==> src/rtl/occupancy_update_pkg.sv <==
`default_nettype none
`timescale 1ns/1ps
// ============================================================================
// Module      : occupancy_pkg
// Description : Shared types and default increments for the occupancy updater.
// Revision    : 1.0 - initial release
// ============================================================================
package occupancy_pkg;

    localparam int c_CELL_WIDTH_DEFAULT    = 8;
    localparam int c_LOG_ODDS_OCC_DEFAULT  = 9;
    localparam int c_LOG_ODDS_FREE_DEFAULT = -3;

    typedef enum logic [1:0] {
        RUN           = 2'd0,
        CLEAR_PENDING = 2'd1,
        CLEARING      = 2'd2
    } occ_state_t;

    typedef logic signed [c_CELL_WIDTH_DEFAULT-1:0] log_odds_t;

endpackage
`default_nettype wire

==> src/rtl/occupancy_update_if.sv <==
`default_nettype none
`timescale 1ns/1ps
// ============================================================================
// Module      : occupancy_update_if
// Description : Update request, map RAM port and status signals of the updater.
// Revision    : 1.0 - initial release
// ============================================================================
interface occupancy_update_if
    import occupancy_pkg::*;
#(
    parameter int X_WIDTH    = 8,
    parameter int Y_WIDTH    = 8,
    parameter int CELL_WIDTH = c_CELL_WIDTH_DEFAULT
) ();

    logic                         write_enable;
    logic                         cell_is_free;
    logic [X_WIDTH-1:0]           cell_x;
    logic [Y_WIDTH-1:0]           cell_y;
    logic                         clear;
    logic                         rd_en;
    logic [X_WIDTH+Y_WIDTH-1:0]   rd_addr;
    logic [CELL_WIDTH-1:0]        rd_data;
    logic                         wr_en;
    logic [X_WIDTH+Y_WIDTH-1:0]   wr_addr;
    logic [CELL_WIDTH-1:0]        wr_data;
    logic                         occupancy_busy;
    logic                         overrun;

    // Upstream ray tracer plus the map RAM
    modport master (
        output write_enable, cell_is_free, cell_x, cell_y, clear, rd_data,
        input  rd_en, rd_addr, wr_en, wr_addr, wr_data, occupancy_busy, overrun
    );

    modport slave (
        input  write_enable, cell_is_free, cell_x, cell_y, clear, rd_data,
        output rd_en, rd_addr, wr_en, wr_addr, wr_data, occupancy_busy, overrun
    );

endinterface
`default_nettype wire

==> src/rtl/occupancy_update_sat_add.sv <==
`default_nettype none
`timescale 1ns/1ps
// ============================================================================
// Module      : log_odds_sat_add
// Description : Combinational signed adder clamped to the CELL_WIDTH range.
// Revision    : 1.0 - initial release
// ============================================================================
module log_odds_sat_add #(
    parameter int CELL_WIDTH = 8
) (
    input  wire logic signed [CELL_WIDTH-1:0] i_old,
    input  wire logic signed [CELL_WIDTH-1:0] i_inc,
    output logic      signed [CELL_WIDTH-1:0] o_sum
);

    localparam logic signed [CELL_WIDTH-1:0] c_MAX = {1'b0, {(CELL_WIDTH-1){1'b1}}};
    localparam logic signed [CELL_WIDTH-1:0] c_MIN = {1'b1, {(CELL_WIDTH-1){1'b0}}};

    logic signed [CELL_WIDTH:0] w_sum;

    assign w_sum = {i_old[CELL_WIDTH-1], i_old} + {i_inc[CELL_WIDTH-1], i_inc};

    // The two top bits of the widened sum disagree only on overflow
    always_comb begin
        o_sum = w_sum[CELL_WIDTH-1:0];
        if (w_sum[CELL_WIDTH] != w_sum[CELL_WIDTH-1]) begin
            o_sum = w_sum[CELL_WIDTH] ? c_MIN : c_MAX;
        end
    end

endmodule
`default_nettype wire

==> src/rtl/occupancy_update.sv <==
`default_nettype none
`timescale 1ns/1ps
// ============================================================================
// Module      : occupancy_update
// Description : Pipelined log-odds read-modify-write with forwarding and map clear sweep.
// Revision    : 1.0 - initial release
// ============================================================================
module occupancy_update
    import occupancy_pkg::*;
#(
    parameter int X_WIDTH       = 8,
    parameter int Y_WIDTH       = 8,
    parameter int CELL_WIDTH    = c_CELL_WIDTH_DEFAULT,
    parameter int LOG_ODDS_OCC  = c_LOG_ODDS_OCC_DEFAULT,
    parameter int LOG_ODDS_FREE = c_LOG_ODDS_FREE_DEFAULT
) (
    input  wire logic         clock,
    input  wire logic         reset_n,
    occupancy_update_if.slave bus
);

    localparam int c_ADDR_WIDTH = X_WIDTH + Y_WIDTH;
    localparam logic signed [CELL_WIDTH-1:0] c_INC_OCC  = CELL_WIDTH'(LOG_ODDS_OCC);
    localparam logic signed [CELL_WIDTH-1:0] c_INC_FREE = CELL_WIDTH'(LOG_ODDS_FREE);

    occ_state_t                      r_state;
    logic                            r_s1_valid;
    logic                            r_s1_free;
    logic        [c_ADDR_WIDTH-1:0]  r_s1_addr;
    logic                            r_s2_valid;
    logic                            r_wr_en;
    logic        [c_ADDR_WIDTH-1:0]  r_wr_addr;
    logic signed [CELL_WIDTH-1:0]    r_wr_data;
    logic                            r_s3_valid;
    logic        [c_ADDR_WIDTH-1:0]  r_s3_addr;
    logic signed [CELL_WIDTH-1:0]    r_s3_data;
    logic        [c_ADDR_WIDTH:0]    r_sweep_cnt;
    logic                            r_overrun;

    logic                            w_accept;
    logic                            w_sweep_start;
    logic        [c_ADDR_WIDTH-1:0]  w_rd_addr;
    logic signed [CELL_WIDTH-1:0]    w_old;
    logic signed [CELL_WIDTH-1:0]    w_inc;
    logic signed [CELL_WIDTH-1:0]    w_new;

    assign w_rd_addr     = {bus.cell_y, bus.cell_x};
    assign w_accept      = reset_n & bus.write_enable & (r_state != CLEARING);
    assign w_sweep_start = (r_state == CLEAR_PENDING) & ~r_s1_valid & ~r_s2_valid
                         & ~bus.write_enable;
    assign w_inc         = r_s1_free ? c_INC_FREE : c_INC_OCC;

    // Newer in-flight values override the RAM, which has not seen them yet
    always_comb begin
        w_old = bus.rd_data;
        if (r_s2_valid && (r_wr_addr == r_s1_addr)) begin
            w_old = r_wr_data;
        end else if (r_s3_valid && (r_s3_addr == r_s1_addr)) begin
            w_old = r_s3_data;
        end
    end

    log_odds_sat_add #(
        .CELL_WIDTH (CELL_WIDTH)
    ) u_sat_add (
        .i_old (w_old),
        .i_inc (w_inc),
        .o_sum (w_new)
    );

    always_ff @(posedge clock or negedge reset_n) begin
        if (!reset_n) begin
            r_state     <= RUN;
            r_s1_valid  <= 1'b0;
            r_s1_free   <= 1'b0;
            r_s1_addr   <= '0;
            r_s2_valid  <= 1'b0;
            r_wr_en     <= 1'b0;
            r_wr_addr   <= '0;
            r_wr_data   <= '0;
            r_s3_valid  <= 1'b0;
            r_s3_addr   <= '0;
            r_s3_data   <= '0;
            r_sweep_cnt <= '0;
            r_overrun   <= 1'b0;
        end else begin
            r_s1_valid <= w_accept;
            r_s1_addr  <= w_rd_addr;
            r_s1_free  <= bus.cell_is_free;
            r_s2_valid <= r_s1_valid;
            r_wr_en    <= 1'b0;

            if (r_s1_valid) begin
                r_wr_en   <= 1'b1;
                r_wr_addr <= r_s1_addr;
                r_wr_data <= w_new;
            end

            if (r_s2_valid) begin
                r_s3_valid <= 1'b1;
                r_s3_addr  <= r_wr_addr;
                r_s3_data  <= r_wr_data;
            end

            case (r_state)
                RUN: begin
                    if (bus.clear) begin
                        r_state <= CLEAR_PENDING;
                    end
                end
                CLEAR_PENDING: begin
                    if (w_sweep_start) begin
                        r_state     <= CLEARING;
                        r_sweep_cnt <= '0;
                        r_s3_valid  <= 1'b0;
                    end
                end
                CLEARING: begin
                    if (bus.write_enable) begin
                        r_overrun <= 1'b1;
                    end
                    // Counter MSB set means the last address is on wr_* this cycle
                    if (r_sweep_cnt[c_ADDR_WIDTH]) begin
                        r_state <= RUN;
                    end else begin
                        r_wr_en     <= 1'b1;
                        r_wr_addr   <= r_sweep_cnt[c_ADDR_WIDTH-1:0];
                        r_wr_data   <= '0;
                        r_sweep_cnt <= r_sweep_cnt + 1'b1;
                    end
                end
                default: begin
                    r_state <= RUN;
                end
            endcase
        end
    end

    assign bus.rd_en          = w_accept;
    assign bus.rd_addr        = w_rd_addr;
    assign bus.wr_en          = r_wr_en;
    assign bus.wr_addr        = r_wr_addr;
    assign bus.wr_data        = r_wr_data;
    assign bus.occupancy_busy = r_s1_valid | r_s2_valid | (r_state != RUN);
    assign bus.overrun        = r_overrun;

endmodule
`default_nettype wire

==> src/flat_wrapper.sv <==
// flat-port wrapper written by rule: the top's interface ports become plain ports
module occupancy_update_flat import occupancy_pkg::*;
#(
    parameter int X_WIDTH       = 8,
    parameter int Y_WIDTH       = 8,
    parameter int CELL_WIDTH    = c_CELL_WIDTH_DEFAULT,
    parameter int LOG_ODDS_OCC  = c_LOG_ODDS_OCC_DEFAULT,
    parameter int LOG_ODDS_FREE = c_LOG_ODDS_FREE_DEFAULT
)
  (clock, reset_n, bus_write_enable, bus_cell_is_free, bus_cell_x, bus_cell_y, bus_clear, bus_rd_data, bus_rd_en, bus_rd_addr, bus_wr_en, bus_wr_addr, bus_wr_data, bus_occupancy_busy, bus_overrun);
  occupancy_update_if #(.X_WIDTH(X_WIDTH), .Y_WIDTH(Y_WIDTH), .CELL_WIDTH(CELL_WIDTH)) bus_i ();
  input  wire logic clock;
  input  wire logic reset_n;
  input wire logic [$bits(bus_i.write_enable)-1:0] bus_write_enable;
  input wire logic [$bits(bus_i.cell_is_free)-1:0] bus_cell_is_free;
  input wire logic [$bits(bus_i.cell_x)-1:0] bus_cell_x;
  input wire logic [$bits(bus_i.cell_y)-1:0] bus_cell_y;
  input wire logic [$bits(bus_i.clear)-1:0] bus_clear;
  input wire logic [$bits(bus_i.rd_data)-1:0] bus_rd_data;
  output wire logic [$bits(bus_i.rd_en)-1:0] bus_rd_en;
  output wire logic [$bits(bus_i.rd_addr)-1:0] bus_rd_addr;
  output wire logic [$bits(bus_i.wr_en)-1:0] bus_wr_en;
  output wire logic [$bits(bus_i.wr_addr)-1:0] bus_wr_addr;
  output wire logic [$bits(bus_i.wr_data)-1:0] bus_wr_data;
  output wire logic [$bits(bus_i.occupancy_busy)-1:0] bus_occupancy_busy;
  output wire logic [$bits(bus_i.overrun)-1:0] bus_overrun;
  assign bus_i.write_enable = bus_write_enable;
  assign bus_i.cell_is_free = bus_cell_is_free;
  assign bus_i.cell_x = bus_cell_x;
  assign bus_i.cell_y = bus_cell_y;
  assign bus_i.clear = bus_clear;
  assign bus_i.rd_data = bus_rd_data;
  assign bus_rd_en = bus_i.rd_en;
  assign bus_rd_addr = bus_i.rd_addr;
  assign bus_wr_en = bus_i.wr_en;
  assign bus_wr_addr = bus_i.wr_addr;
  assign bus_wr_data = bus_i.wr_data;
  assign bus_occupancy_busy = bus_i.occupancy_busy;
  assign bus_overrun = bus_i.overrun;
  occupancy_update #(.X_WIDTH(X_WIDTH), .Y_WIDTH(Y_WIDTH), .CELL_WIDTH(CELL_WIDTH), .LOG_ODDS_OCC(LOG_ODDS_OCC), .LOG_ODDS_FREE(LOG_ODDS_FREE)) u_core (.clock(clock), .reset_n(reset_n), .bus(bus_i));
endmodule
==> config.mk <==
export PLATFORM = sky130hd
export DESIGN_NAME = occupancy_update_flat
export DESIGN_NICKNAME = d
export VERILOG_FILES = /design/src/rtl/occupancy_update_pkg.sv /design/src/rtl/occupancy_update_if.sv /design/src/rtl/occupancy_update_sat_add.sv /design/src/rtl/occupancy_update.sv /design/src/flat_wrapper.sv
export SDC_FILE = /design/constraint.sdc
export NUM_CORES = 1
export LEC_CHECK = 0
export CAP_MARGIN = 30
export CORE_MARGIN = 2
export CORE_UTILIZATION = 35
export DETAILED_ROUTE_END_ITERATION = 16
export PLACE_DENSITY = 0.57
export SYNTH_ARGS = -nofsm -noshare
export SYNTH_HDL_FRONTEND = slang
export SYNTH_SLANG_ARGS = --single-unit
==> constraint.sdc <==
create_clock -name clock -period 5.7 [get_ports clock]
set_clock_uncertainty 0.15 [all_clocks]
set_input_delay 1.14 -clock clock [delete_from_list [all_inputs] [get_ports clock]]
set_output_delay 1.14 -clock clock [all_outputs]
set_load 0.01 [all_outputs]
Word-level counts from Yosys, hierarchy flattened
Index checks and enable logic that the tools add are counted.
Operators by class
  add/subtract/negate cells: 2
  multiply operators: 0
  div/mod/pow operators: 0
  magnitude comparators: 0
  equality and inequality tests: 10
  shifts and indexed selects: 0
  multiplexer cells: 24
  bitwise gates (word level): 10
  reductions and logical operators: 9
Operators with widths (number)
  8-bit 2-to-1 mux: 8
  16-bit 2-to-1 mux: 3
  17-bit 2-to-1 mux: 2
  17-bit one-hot mux with 2 select lines: 1
  16-bit == test: 2
  17-bit by 1-bit adder with 17-bit output (second input constant): 1
  8-bit by 8-bit adder with 9-bit output: 1
  1-bit 2-to-1 mux: 6
  2-bit 2-to-1 mux: 3
  2-bit inequality test (second input constant): 3
  2-bit one-hot mux with 3 select lines: 1
  3-bit AND reduction: 2
  1-bit bitwise AND: 5
  2-bit by 1-bit inequality test with 1-bit output (second input constant): 2
  2-bit AND reduction: 2
  2-bit nonzero test: 2
  1-bit NOT: 3
  2-bit by 1-bit == test with 1-bit output (second input constant): 1
  2-bit == test (second input constant): 1
  1-bit logical AND: 2
  2-bit logical NOT: 1
  1-bit OR: 2
  1-bit inequality test: 1
Storage, ports and cells
  register bits: 89
  bits in latches: 0
  RAM bits: 0
  memory bits (read-only): 0
  bits of input ports: 29
  output and inout bits: 44
  memories: 0

Depth between registers and ports, before layout
Gate-level depths: netlist (run 1).
  depth in word-level cells: 10
  depth in mapped cells: 15
  mapped depth without buffers: 14

Hierarchy
From an unflattened synthesis (run 1), not the netlist that was laid out.
Unflattened totals
  cells, all modules: 462
  area total of the unflattened synthesis: 4824.6 um2
Modules (own cells, without submodules)
  occupancy_update: instances 1, cells each 371, area each 4165.2 um2, sequential area each 2227.1 um2
  log_odds_sat_add: instances 1, cells each 91, area each 659.4 um2, sequential area each 0.0 um2

Worst setup path before layout (run 1)
Ideal clock, no wire load.
  kind: reg-to-reg
  from: register u_core.r_wr_addr[3], in the netlist u_core.bus.wr_addr[3]
  to: register u_core.r_wr_data[6], in the netlist u_core.bus.wr_data[6]
  setup time: 139 ps
  arrival: 2963 ps
  required time: 5411 ps
  slack: 2449 ps
  cell stages (with the launch flop): 16
  path buffers: 1
  period minus slack after synthesis: 3251 ps
  cell sequence: dfrtp_1 xnor2_1 nand4_1 nor3_1 nand2_1 clkbuf_1 nor2_1 a21oi_1 ha_1 o21a_1 o21ai_0 nand2b_1 o32ai_1 a2111oi_4 nand2_2 o211ai_1
On the way
  cells in the longest elaborated chain, start to end: 9
  elaborated cells on any way between the ends: 10
  classes of those cells: 1 x add/sub; 2 x eq/ne; 6 x mux; 1 x reduce/logical
RTL lines
  from (decl): line occupancy_update.sv:32  | logic [c_ADDR_WIDTH-1:0] r_wr_addr;
  from (signal assigned): line occupancy_update.sv:95  | r_wr_addr <= r_s1_addr;
  from (signal assigned): line occupancy_update.sv:127  | r_wr_addr <= r_sweep_cnt[c_ADDR_WIDTH-1:0];
  16-bit == test *: line occupancy_update.sv:56  | if (r_s2_valid && (r_wr_addr == r_s1_addr)) begin
  1-bit logical AND *: line occupancy_update.sv:56
  8-bit 2-to-1 mux *: line occupancy_update.sv:56
  8-bit by 8-bit adder with 9-bit output *: line occupancy_update_sat_add.sv:21  | assign w_sum = {i_old[CELL_WIDTH-1], i_old} + {i_inc[CELL_WIDTH-1], i_inc};
  8-bit 2-to-1 mux or 1-bit inequality test (tied branches): line occupancy_update_sat_add.sv:27, occupancy_update_sat_add.sv:26
  8-bit 2-to-1 mux *: line occupancy_update_sat_add.sv:26  | if (w_sum[CELL_WIDTH] != w_sum[CELL_WIDTH-1]) begin
  8-bit 2-to-1 mux *: line occupancy_update.sv:93  | if (r_s1_valid) begin
  8-bit 2-to-1 mux: line occupancy_update.sv:123  | if (r_sweep_cnt[c_ADDR_WIDTH]) begin
  8-bit 2-to-1 mux *: line occupancy_update.sv:105  | case (r_state)
  to (signal assigned): line occupancy_update.sv:96  | r_wr_data <= w_new;
  to (decl): line occupancy_update.sv:33  | logic signed [CELL_WIDTH-1:0] r_wr_data;
Every way passes the cells marked *; elsewhere a longest branch is shown, timed or not.
A chain may end at the register's enable or synchronous reset.

Worst setup path in the final report (run 1)
  from: register u_core.r_s1_addr[3]
  to: register u_core.r_wr_data[1], in the netlist u_core.bus.wr_data[1]
On the way
  cells in the longest elaborated chain, start to end: 10
  elaborated cells on any way between the ends: 13
  classes of those cells: 1 x add/sub; 3 x eq/ne; 7 x mux; 2 x reduce/logical
RTL lines
  from (decl): line occupancy_update.sv:29  | logic [c_ADDR_WIDTH-1:0] r_s1_addr;
  from (signal assigned): line occupancy_update.sv:88  | r_s1_addr <= w_rd_addr;
  16-bit == test: line occupancy_update.sv:58  | end else if (r_s3_valid && (r_s3_addr == r_s1_addr)) begin
  1-bit logical AND: line occupancy_update.sv:58
  8-bit 2-to-1 mux: line occupancy_update.sv:58
  8-bit 2-to-1 mux *: line occupancy_update.sv:56
  8-bit by 8-bit adder with 9-bit output *: line occupancy_update_sat_add.sv:21
  8-bit 2-to-1 mux or 1-bit inequality test (tied branches): line occupancy_update_sat_add.sv:27, occupancy_update_sat_add.sv:26
  8-bit 2-to-1 mux *: line occupancy_update_sat_add.sv:26
  8-bit 2-to-1 mux *: line occupancy_update.sv:93
  8-bit 2-to-1 mux: line occupancy_update.sv:123
  8-bit 2-to-1 mux *: line occupancy_update.sv:105
Marked as above.

==> impl_metrics.yaml, run 1 <==
sta:
  finalSetupViolCount: 0
  fin_tns_setup_ns: 0
  slew_headroom_pct: 40.64
  whs_ns: 0.3024
  fin_crit_ns: 3.905
  tightest_slew_ns: 0.8905
  period_share_pct: 68.52
  clock.fmax_ghz: 0.2561
  finalMaxSlewViolations: 0
  rsz0062_at_grt: "false"
  report.final.hold_viol_count: 0
clocking:
  htree_num_levels: 3
  post_cts_resized: 0
  clock-sinks: 89
  cts_hold_buf: 0
  cts.root.buffer_cell: "clkbuf_16"
  insertion_delay_ns: 0.35
  clk_pin_slew_ns: 0.06
  cts_buffers: 9
  clk_path_buf_depth: 2
  cts_tree: "done"
  post-cts-setup-buffer-count: 0
place:
  portBuffers: 72
  place_congestion: 0.8000
  place_inst: 647
  post-dp-hpwl_um: 7838
finish:
  area_delta_synth_final_pct: 23.41
  final_layout_size_suffix_gt1_share_pct: 12.02
  final_cell_count_no_fill: 663
  final_nets: 527
  n_antenna_cell: 0
drt:
  initialDrtViolationCount: 172
  wirelength_um: 10770
  vias_per_cell: 4.934
  vias: 3271
  postRouteAntennaNets: 0
  firstDrtPassIters: 4
  drc: 0
  post_drt_wl_per_cell_um: 16.24
logic_synthesis:
  synth.largest_area_cell: "dfrtp_1"
  seq_area_frac_synth_pct: 48.46
  synth.area.top_cells: "dfrtp_1 (48%), xnor2_1 (6.7%), mux2_2 (6.6%)"
  avgSynthCellArea_um2: 10.76
  synth_seq_cells: 89
  synth-async-reset-ratio_pct: 100.0
  synth_edf_count: 0
  synth_nets: 468
  yosysUniqueCellTypes: 48
  postSynthCellCount: 427
  synthesis.area_um2: 4596
  synth_top_area_share_pct: 48.46
  yosysWarnings: 0
  synthFlopType: "dfrtp_1"
floorplan:
  dieWidth_um: 118.6
  initial_utilization_pct: 36.12
  num_io_pins: 73
  core_area_um2: 12720
  die_h_um: 118.6
  dieArea_um2: 14060
  rows: 41
critical_path:
  cp.required_ns: 5.76
  cp.arrival_ns: 3.97
  critPathKind: "register to register"
  critPathMaxFanout: 15
  critPathLaunchType: "register"
  end_kind: "register"
grt:
  overflow: 0
  grt_pass1_vias: 3357
  grt_max_degree: 71
  track_usage_pct: 16.31
  grt_pass1_wl_um: 17820
  antenna_found_initial: 0
power_and_ir_drop:
  totalPowerFinal_uw: 2358
  p_leak_uw: 0.002359
  power_density_nw_per_um2: 415.8
  vdd_drop_max_uv: 179.8
run:
  maxCapViolCount: 0
worst_hold_path:
  hp-class: "register to register"
status:
  status: "finished clean"
[cells in the mapped netlist (2+ instances only)]
library cell,number
dfrtp_1,89
nand2_1,44
xnor2_1,35
nor2_1,29
mux2_2,27
o21ai_0,24
mux2i_1,23
buf_4,16
a21oi_1,13
nand4_1,13
ha_1,12
nand3_1,12
xor2_1,12
clkbuf_1,8
inv_1,8
o211ai_1,8
buf_1,4
nand2b_1,4
a21o_1,3
and3_1,3
nor3_1,3
nor4_1,3
o21a_1,3
or3_1,3
a31oi_1,2
and2_1,2
nor2b_1,2
o21ai_2,2
[final cells by class]
| type | instances | area (um^2) |
|---|---|---|
| clock buffer | 13 | 260.3 |
| clock inverter | 3 | 15.01 |
| fill | 1241 | 7051 |
| inverter | 8 | 30.03 |
| multi-input combinational | 302 | 2176 |
| sequential | 89 | 2227 |
| tap | 172 | 215.2 |
| timing repair buffer | 76 | 748.2 |
[state kept, by name, indices dropped and copies added, names as in the netlist]
signal              count
u_core.bus.wr_en        1
u_core.bus.wr_addr     16
u_core.r_sweep_cnt     17
u_core.r_s1_addr       16
u_core.r_s3_valid       1
u_core.r_s3_data        8
u_core.r_state          2
u_core.r_s2_valid       1
u_core.r_s1_free        1
u_core.r_s1_valid       1
u_core.r_s3_addr       16
u_core.bus.wr_data      8
u_core.bus.overrun      1
[logic make-up (layout without fill, tap and decap cells)]
group / after synthesis / in the layout / synth area share (%)
buf+inv: 36 / 100 / 4.247
xor+xnor: 47 / 47 / 8.957
compound gates: 67 / 67 / 9.774
flops: 89 / 89 / 48.46
mux: 52 / 52 / 12.25
simple gates: 124 / 124 / 13.04
fa+ha+maj: 12 / 12 / 3.267
[routing by layer]
metal | vias up | share of wire [%] | global-route usage [%]
li1 | 1606 | - | -
met1 | 1587 | 46 | 22.18
met2 | 68 | 47 | 25.14
met3 | 10 | 4.7 | 4.199
met4 | 0 | 1.4 | 5.729
met5 | - | 0 | 0
[cells in the final DEF, fill, tap and decap left out, types with 2 or more instances in the layout]
cell / count
clkbuf_1: 2
nor4_1: 3
dfrtp_1: 89
a31oi_1: 2
nor3_1: 3
clkbuf_8: 2
xnor2_1: 35
mux2_2: 27
xor2_1: 12
o211ai_1: 8
mux2i_1: 23
or3_1: 3
ha_1: 12
nand2b_1: 4
a21oi_1: 13
o21ai_0: 24
clkbuf_16: 9
nor2_1: 29
nand3_1: 12
clkdlybuf4s50_1: 71
buf_4: 5
o21a_1: 3
inv_1: 8
and3_1: 3
o21ai_2: 2
clkinv_2: 3
nand4_1: 13
and2_1: 2
nand2_1: 44
a21o_1: 3
[worst max-delay path, stage by stage (launching register included)]
cell,delay (ns)
dfrtp_1,0.42
xnor2_1,0.28
nand4_1,0.13
nor3_1,0.38
nand2_1,0.39
nor2_1,0.19
a21oi_1,0.06
ha_1,0.35
o21a_1,0.18
o21ai_0,0.17
nand2b_1,0.18
o32ai_1,0.51
a2111oi_4,0.09
nand2_2,0.15
o211ai_1,0.12
[final timing paths]
path | end | slack, ns | cells past startpoint | start
setup / recovery | u_core.bus.wr_data[1]$_DFF_PN0_ | 1.79 | 14 | u_core.r_s1_addr[3]$_DFF_PN0_
hold / removal | u_core.bus.overrun$_DFFE_PN0P_ | 0.30 | 1 | u_core.bus.overrun$_DFFE_PN0P_
setup reg to reg | u_core.bus.wr_data[1]$_DFF_PN0_ | 1.79 | 14 | u_core.r_s1_addr[3]$_DFF_PN0_
min in group asynchronous | u_core.r_sweep_cnt[12]$_DFFE_PN0P_ | 0.51 | 1 | reset_n
max in group asynchronous | u_core.r_s3_data[4]$_DFFE_PN0P_ | 3.71 | 2 | reset_n
hold reg to reg | u_core.bus.overrun$_DFFE_PN0P_ | 0.30 | 1 | u_core.bus.overrun$_DFFE_PN0P_
[report_power, final]
| part | internal (uW) | total (uW) | switching [uW] |
|---|---|---|---|
| registers | 808 | 965 | 157 |
| clock network | 317 | 553 | 236 |
| logic | 428 | 840 | 412 |
| total | 1550 | 2360 | 806 |
[metrics by stage]
step	worst slack [ns]	util (%)	cell area, um^2
after floorplan	2.449	-	4596
after global placement	1.947	42.42	5396
after detailed placement	1.825	42.42	5396
after CTS	1.782	44.58	5672
after global routing	1.460	44.58	5672
final	1.795	44.58	5672
Note: power is estimated with default switching activity, not from simulation.
==> run 2, diff against run 1 <==
--- a/config.mk
+++ b/config.mk
@@ -9,7 +9,7 @@
 export CORE_MARGIN = 2
 export CORE_UTILIZATION = 35
 export DETAILED_ROUTE_END_ITERATION = 16
-export PLACE_DENSITY = 0.57
+export PLACE_DENSITY = 0.59
 export SYNTH_ARGS = -nofsm -noshare
 export SYNTH_HDL_FRONTEND = slang
 export SYNTH_SLANG_ARGS = --single-unit
==> constraint.sdc (replaced) <==
create_clock -name clock -period 3.1 [get_ports clock]
set_clock_uncertainty 0.15 [all_clocks]
set_input_delay 0.62 -clock clock [delete_from_list [all_inputs] [get_ports clock]]
set_output_delay 0.62 -clock clock [all_outputs]
set_load 0.01 [all_outputs]
==> impl_metrics.yaml, run 2 (same netlist as run 1, synthesis figures left out) <==
status:
  status: "finished with violations"
  violations: "setup timing"
sta:
  period_share_pct: 104.4
  finalSetupViolCount: 8
  report.final.hold_viol_count: 0
  worst_slack_ns: -0.1354
  rsz0062_at_grt: "true"
  finalMaxSlewViolations: 0
  tightest_slew_ns: 0.6329
  fin_crit_ns: 3.235
  clock.fmax_ghz: 0.3091
  slew_headroom_pct: 57.81
finish:
  multiInputGateArea_um2: 2456
  regMostFlops: "u_core.r_sweep_cnt"
  area_delta_synth_final_pct: 39.48
  layout_common_cells: "dfrtp_1 (85), clkdlybuf4s50_1 (71), buf_4 (60)"
  fin_util_pct: 50.38
  final_nets: 583
  final_layout_size_suffix_gt1_share_pct: 28.88
  final_area_um2: 6410
  layout_commonest_cell: "dfrtp_1"
  n_antenna_cell: 0
  fillers: 1211
  seqCellArea_um2: 2232
  largest_reg_flops: 17
  final_cell_count_no_fill: 719
place:
  place_ws_ns: -0.2628
  portBuffers: 72
  placed_cell_area_um2: 5783
  place_inst: 696
  post-dp-hpwl_um: 8624
  place_congestion: 0.8136
floorplan:
  rows: 41
  num_io_pins: 73
  die_h_um: 118.6
  dieArea_um2: 14060
  core_area_um2: 12720
  initial_utilization_pct: 36.12
  dieWidth_um: 118.6
clocking:
  cts.root.buffer_cell: "clkbuf_16"
  cts_hold_buf: 0
  clock-sinks: 89
  cts_buffers: 9
  htree_num_levels: 3
  cts_tree: "done"
  insertion_delay_ns: 0.35
  clk_pin_slew_ns: 0.07
  clk_path_buf_depth: 2
critical_path:
  end_kind: "register"
  cp-startpoint: "u_core.r_s1_addr[15]$_DFF_PN0_"
  critPathMaxFanout: 8
  critPathKind: "register to register"
  r2r-start: "u_core.r_s1_addr[15]$_DFF_PN0_"
  cp.required_ns: 3.21
  cp.arrival_ns: 3.34
  critPathLaunchType: "register"
grt:
  grt_max_degree: 50
  overflow: 0
  track_usage_pct: 17.81
  grt_pass1_wl_um: 19770
  grt_pass1_vias: 3820
  antenna_found_initial: 0
power_and_ir_drop:
  power_density_nw_per_um2: 758.9
  vdd_drop_max_uv: 326.6
  p_leak_uw: 0.002751
worst_hold_path:
  hp-class: "primary input to asynchronous set/reset pin"
drt:
  initialDrtViolationCount: 169
  firstDrtPassIters: 4
  drc: 0
  vias_per_cell: 4.962
  wirelength_um: 11790
  post_drt_wl_per_cell_um: 16.39
  vias: 3568
  postRouteAntennaNets: 0
run:
  maxCapViolCount: 0
[run 2: changes by cell type in the layout (fill, tap and decap cells not counted), sizes merged]
cell / delta
bufinv: +1
clkinv: -1
buf: +56
clkbuf: -2
inv: +2
[run 2: worst max-delay path: stages (launching register included)]
cell       delay [ns]
dfrtp_2          0.46
xnor2_2          0.18
nand4_1          0.16
nor3_4           0.26
nand2_2          0.13
buf_4            0.19
buf_4            0.14
a21oi_1          0.15
ha_2             0.21
a21oi_1          0.11
buf_4            0.16
nand4_1          0.13
o32ai_4          0.12
a2111oi_4        0.31
nand2_2          0.16
o211ai_1         0.13
[run 2: worst paths after layout]
path                                                    to  slack [ns]  cells after the start
setup / recovery           u_core.bus.wr_data[6]$_DFF_PN0_       -0.14                     15
hold / removal               u_core.r_s1_addr[2]$_DFF_PN0_        0.26                      2
setup reg to reg           u_core.bus.wr_data[6]$_DFF_PN0_       -0.14                     15
hold reg to reg             u_core.bus.overrun$_DFFE_PN0P_        0.31                      1
max in group asynchronous   u_core.r_s1_addr[15]$_DFF_PN0_        1.49                      3
min in group clock          u_core.bus.overrun$_DFFE_PN0P_        0.31                      1
[run 2: timing repair]
item,in CTS,in global routing
hold endpoints to repair,0,0
setup buffers,3,5
endpoints found under the setup margin,8,8
pin swaps,17,23
gates resized for setup,23,26
[run 2: metrics by stage]
| step | TNS, ns | power [uW] | hold slack, ns |
|---|---|---|---|
| 3_3_place_gp | -1.165 | 3562 | 0.2929 |
| 2_1_floorplan | 0 | 2691 | 0.1744 |
| 3_5_place_dp | -1.804 | 3616 | 0.3013 |
| 6_report | -0.8915 | 4864 | 0.2584 |
| 5_1_grt | -2.638 | 5154 | 0.2971 |
| 4_1_cts | -1.083 | 4825 | 0.2789 |
[run 2: cell type report]
class	count	share of cell area [%]
timing repair buffer	132	18.29
sequential	89	34.82
clock buffer	11	3.787
tap	172	3.357
multi-input combinational	302	38.32
inverter	8	0.4685
clock inverter	5	0.9565
[run 2: report_power, final]
group	internal [uW]	switching, uW
Combinational	1090	873
Sequential	1490	298
Clock	653	468
Total	3220	1640
[run 2: layer usage]
metal	GRT usage [%]	up-vias	wire length [um]
met5	0	-	0
met4	7.217	0	242
met3	3.427	16	436
met2	30.96	68	6086
met1	21.59	1771	5023
li1	-	1713	-
==> run 3, diff against run 2 <==
--- a/config.mk
+++ b/config.mk
@@ -8,8 +8,9 @@
 export CAP_MARGIN = 30
 export CORE_MARGIN = 2
 export CORE_UTILIZATION = 35
+export CTS_BUF_LIST = sky130_fd_sc_hd__clkbuf_4 sky130_fd_sc_hd__clkbuf_8
 export DETAILED_ROUTE_END_ITERATION = 16
-export PLACE_DENSITY = 0.59
+export PLACE_DENSITY = 0.57
 export SYNTH_ARGS = -nofsm -noshare
 export SYNTH_HDL_FRONTEND = slang
 export SYNTH_SLANG_ARGS = --single-unit
==> constraint.sdc (replaced) <==
create_clock -name clock -period 4 [get_ports clock]
set_clock_uncertainty 0.15 [all_clocks]
set_input_delay 0.8 -clock clock [delete_from_list [all_inputs] [get_ports clock]]
set_output_delay 0.8 -clock clock [all_outputs]
set_load 0.01 [all_outputs]
==> impl_metrics.yaml, run 3 (same netlist as run 1, synthesis figures left out) <==
critical_path:
  critPathKind: "register to register"
  cp.required_ns: 4.09
  r2r-end: "u_core.bus.wr_data[2]$_DFF_PN0_"
  reg2reg_slack_ns: 0.41
  end_kind: "register"
  critPathMaxStageDelay_ns: 0.42
  critPathMaxFanout: 11
  cp_top_family: "simple AND/OR/NAND/NOR gates"
  critPathLaunchType: "register"
  critPathSlowestCell: "dfrtp_1"
  r2r_cells: 14
  cp.arrival_ns: 3.68
  r2r-start: "u_core.r_s1_addr[12]$_DFF_PN0_"
  path_cells: "xnor2_1 -> nand3_1 -> nor3_1 -> buf_4 -> nand2_1 -> nor2_1 -> a21oi_1 -> ha_1 -> and3_1 -> a31oi_1 -> o211ai_2 -> o21ai_2 -> mux2i_2 -> o211ai_1"
  cp_num_buf_inv: 1
sta:
  clock.fmax_ghz: 0.2784
  report.final.hold_viol_count: 0
  slew_headroom_pct: 41.19
  fin_tns_setup_ns: 0
  rsz0062_at_grt: "false"
  worst_slack_ns: 0.4079
  finalMaxSlewViolations: 0
  period_share_pct: 89.80
  fin_crit_ns: 3.592
  tightest_slew_ns: 0.8789
  finalSetupViolCount: 0
grt:
  antenna_found_initial: 0
  track_usage_pct: 16.32
  grt_pass1_vias: 3393
  overflow: 0
  grt_max_degree: 69
  grt_pass1_wl_um: 17840
finish:
  largest_reg_flops: 17
  final_nets: 531
  fin_util_pct: 44.50
  multiInputGateArea_um2: 2183
  fillers: 1242
  seqCellArea_um2: 2227
  layout_commonest_cell: "dfrtp_1"
  n_antenna_cell: 0
  layout_common_cells: "dfrtp_1 (89), clkdlybuf4s50_1 (71), nand2_1 (44)"
  final_layout_size_suffix_gt1_share_pct: 13.33
  area_delta_synth_final_pct: 23.20
  final_cell_count_no_fill: 667
  regMostFlops: "u_core.r_sweep_cnt"
clocking:
  clock-sinks: 89
  clk_pin_slew_ns: 0.09
  cts_tree: "done"
  insertion_delay_ns: 0.38
  clk_path_buf_depth: 2
  cts.root.buffer_cell: "clkbuf_8"
  htree_num_levels: 3
  cts_hold_buf: 0
  cts_buffers: 9
place:
  portBuffers: 72
  post-dp-hpwl_um: 7986
  place_ws_ns: 0.3626
  place_inst: 651
  place_congestion: 0.8068
power_and_ir_drop:
  p_leak_uw: 0.002357
  vdd_drop_max_uv: 184.0
  power_density_nw_per_um2: 581.5
  totalPowerFinal_uw: 3292
worst_hold_path:
  hp-class: "primary input to asynchronous set/reset pin"
drt:
  initialDrtViolationCount: 200
  vias_per_cell: 4.909
  firstDrtPassIters: 4
  drc: 0
  post_drt_wl_per_cell_um: 16.48
  wirelength_um: 10990
  vias: 3274
  postRouteAntennaNets: 0
floorplan:
  die_h_um: 118.6
  core_area_um2: 12720
  initial_utilization_pct: 36.12
  dieWidth_um: 118.6
  num_io_pins: 73
  dieArea_um2: 14060
  rows: 41
run:
  maxCapViolCount: 0
status:
  status: "finished clean"
run 3: report_power, final:
part           leakage, uW  total, uW  switching, uW  internal [uW]
Sequential         0.00113       1390            240           1150
Combinational      0.00112       1200            583            614
Clock             0.000113        706            335            371
Total              0.00236       3290           1160           2130
run 3: metrics by stage:
stage	cell area [um^2]	hold slack (ns)
6_report	5662	0.2782
2_1_floorplan	4596	0.2019
4_1_cts	5654	0.2747
3_3_place_gp	5426	0.2982
3_5_place_dp	5426	0.3018
5_1_grt	5662	0.2837
run 3: worst max path at each step:
stage	slack, ns	start	end	cells past startpoint
global placement	0.49	u_core.r_s1_addr[10]$_DFF_PN0_	u_core.bus.wr_data[4]$_DFF_PN0_	14
floorplan	0.75	u_core.bus.wr_addr[3]$_DFF_PN0_	u_core.bus.wr_data[6]$_DFF_PN0_	15
finish	0.41	u_core.r_s1_addr[12]$_DFF_PN0_	u_core.bus.wr_data[2]$_DFF_PN0_	14
CTS	0.34	u_core.r_s1_addr[10]$_DFF_PN0_	u_core.bus.wr_data[2]$_DFF_PN0_	14
global route	0.03	u_core.r_s1_addr[11]$_DFF_PN0_	u_core.bus.wr_data[6]$_DFF_PN0_	16
detailed placement	0.36	u_core.r_s1_addr[10]$_DFF_PN0_	u_core.bus.wr_data[2]$_DFF_PN0_	14
run 3: layout make-up:
cell class                 count  area share, %
clock buffer                  10          2.431
timing repair buffer          80          13.75
clock inverter                 6          1.591
inverter                       8         0.5304
multi-input combinational    302          38.56
tap                          172          3.801
sequential                    89          39.34
run 3: timing repair:
item                                    CTS  global route
setup buffers                             0             0
endpoints found under the setup margin    0             2
resized for setup                         0             1
run 3: per-layer routing:
| layer | up-vias | share of wire [%] | GRT usage [%] |
|---|---|---|---|
| met5 | - | 0 | 0 |
| met4 | 0 | 1.6 | 5.060 |
| met3 | 13 | 3.7 | 4.440 |
| met1 | 1598 | 48 | 21.76 |
| met2 | 57 | 47 | 25.83 |
| li1 | 1606 | - | - |
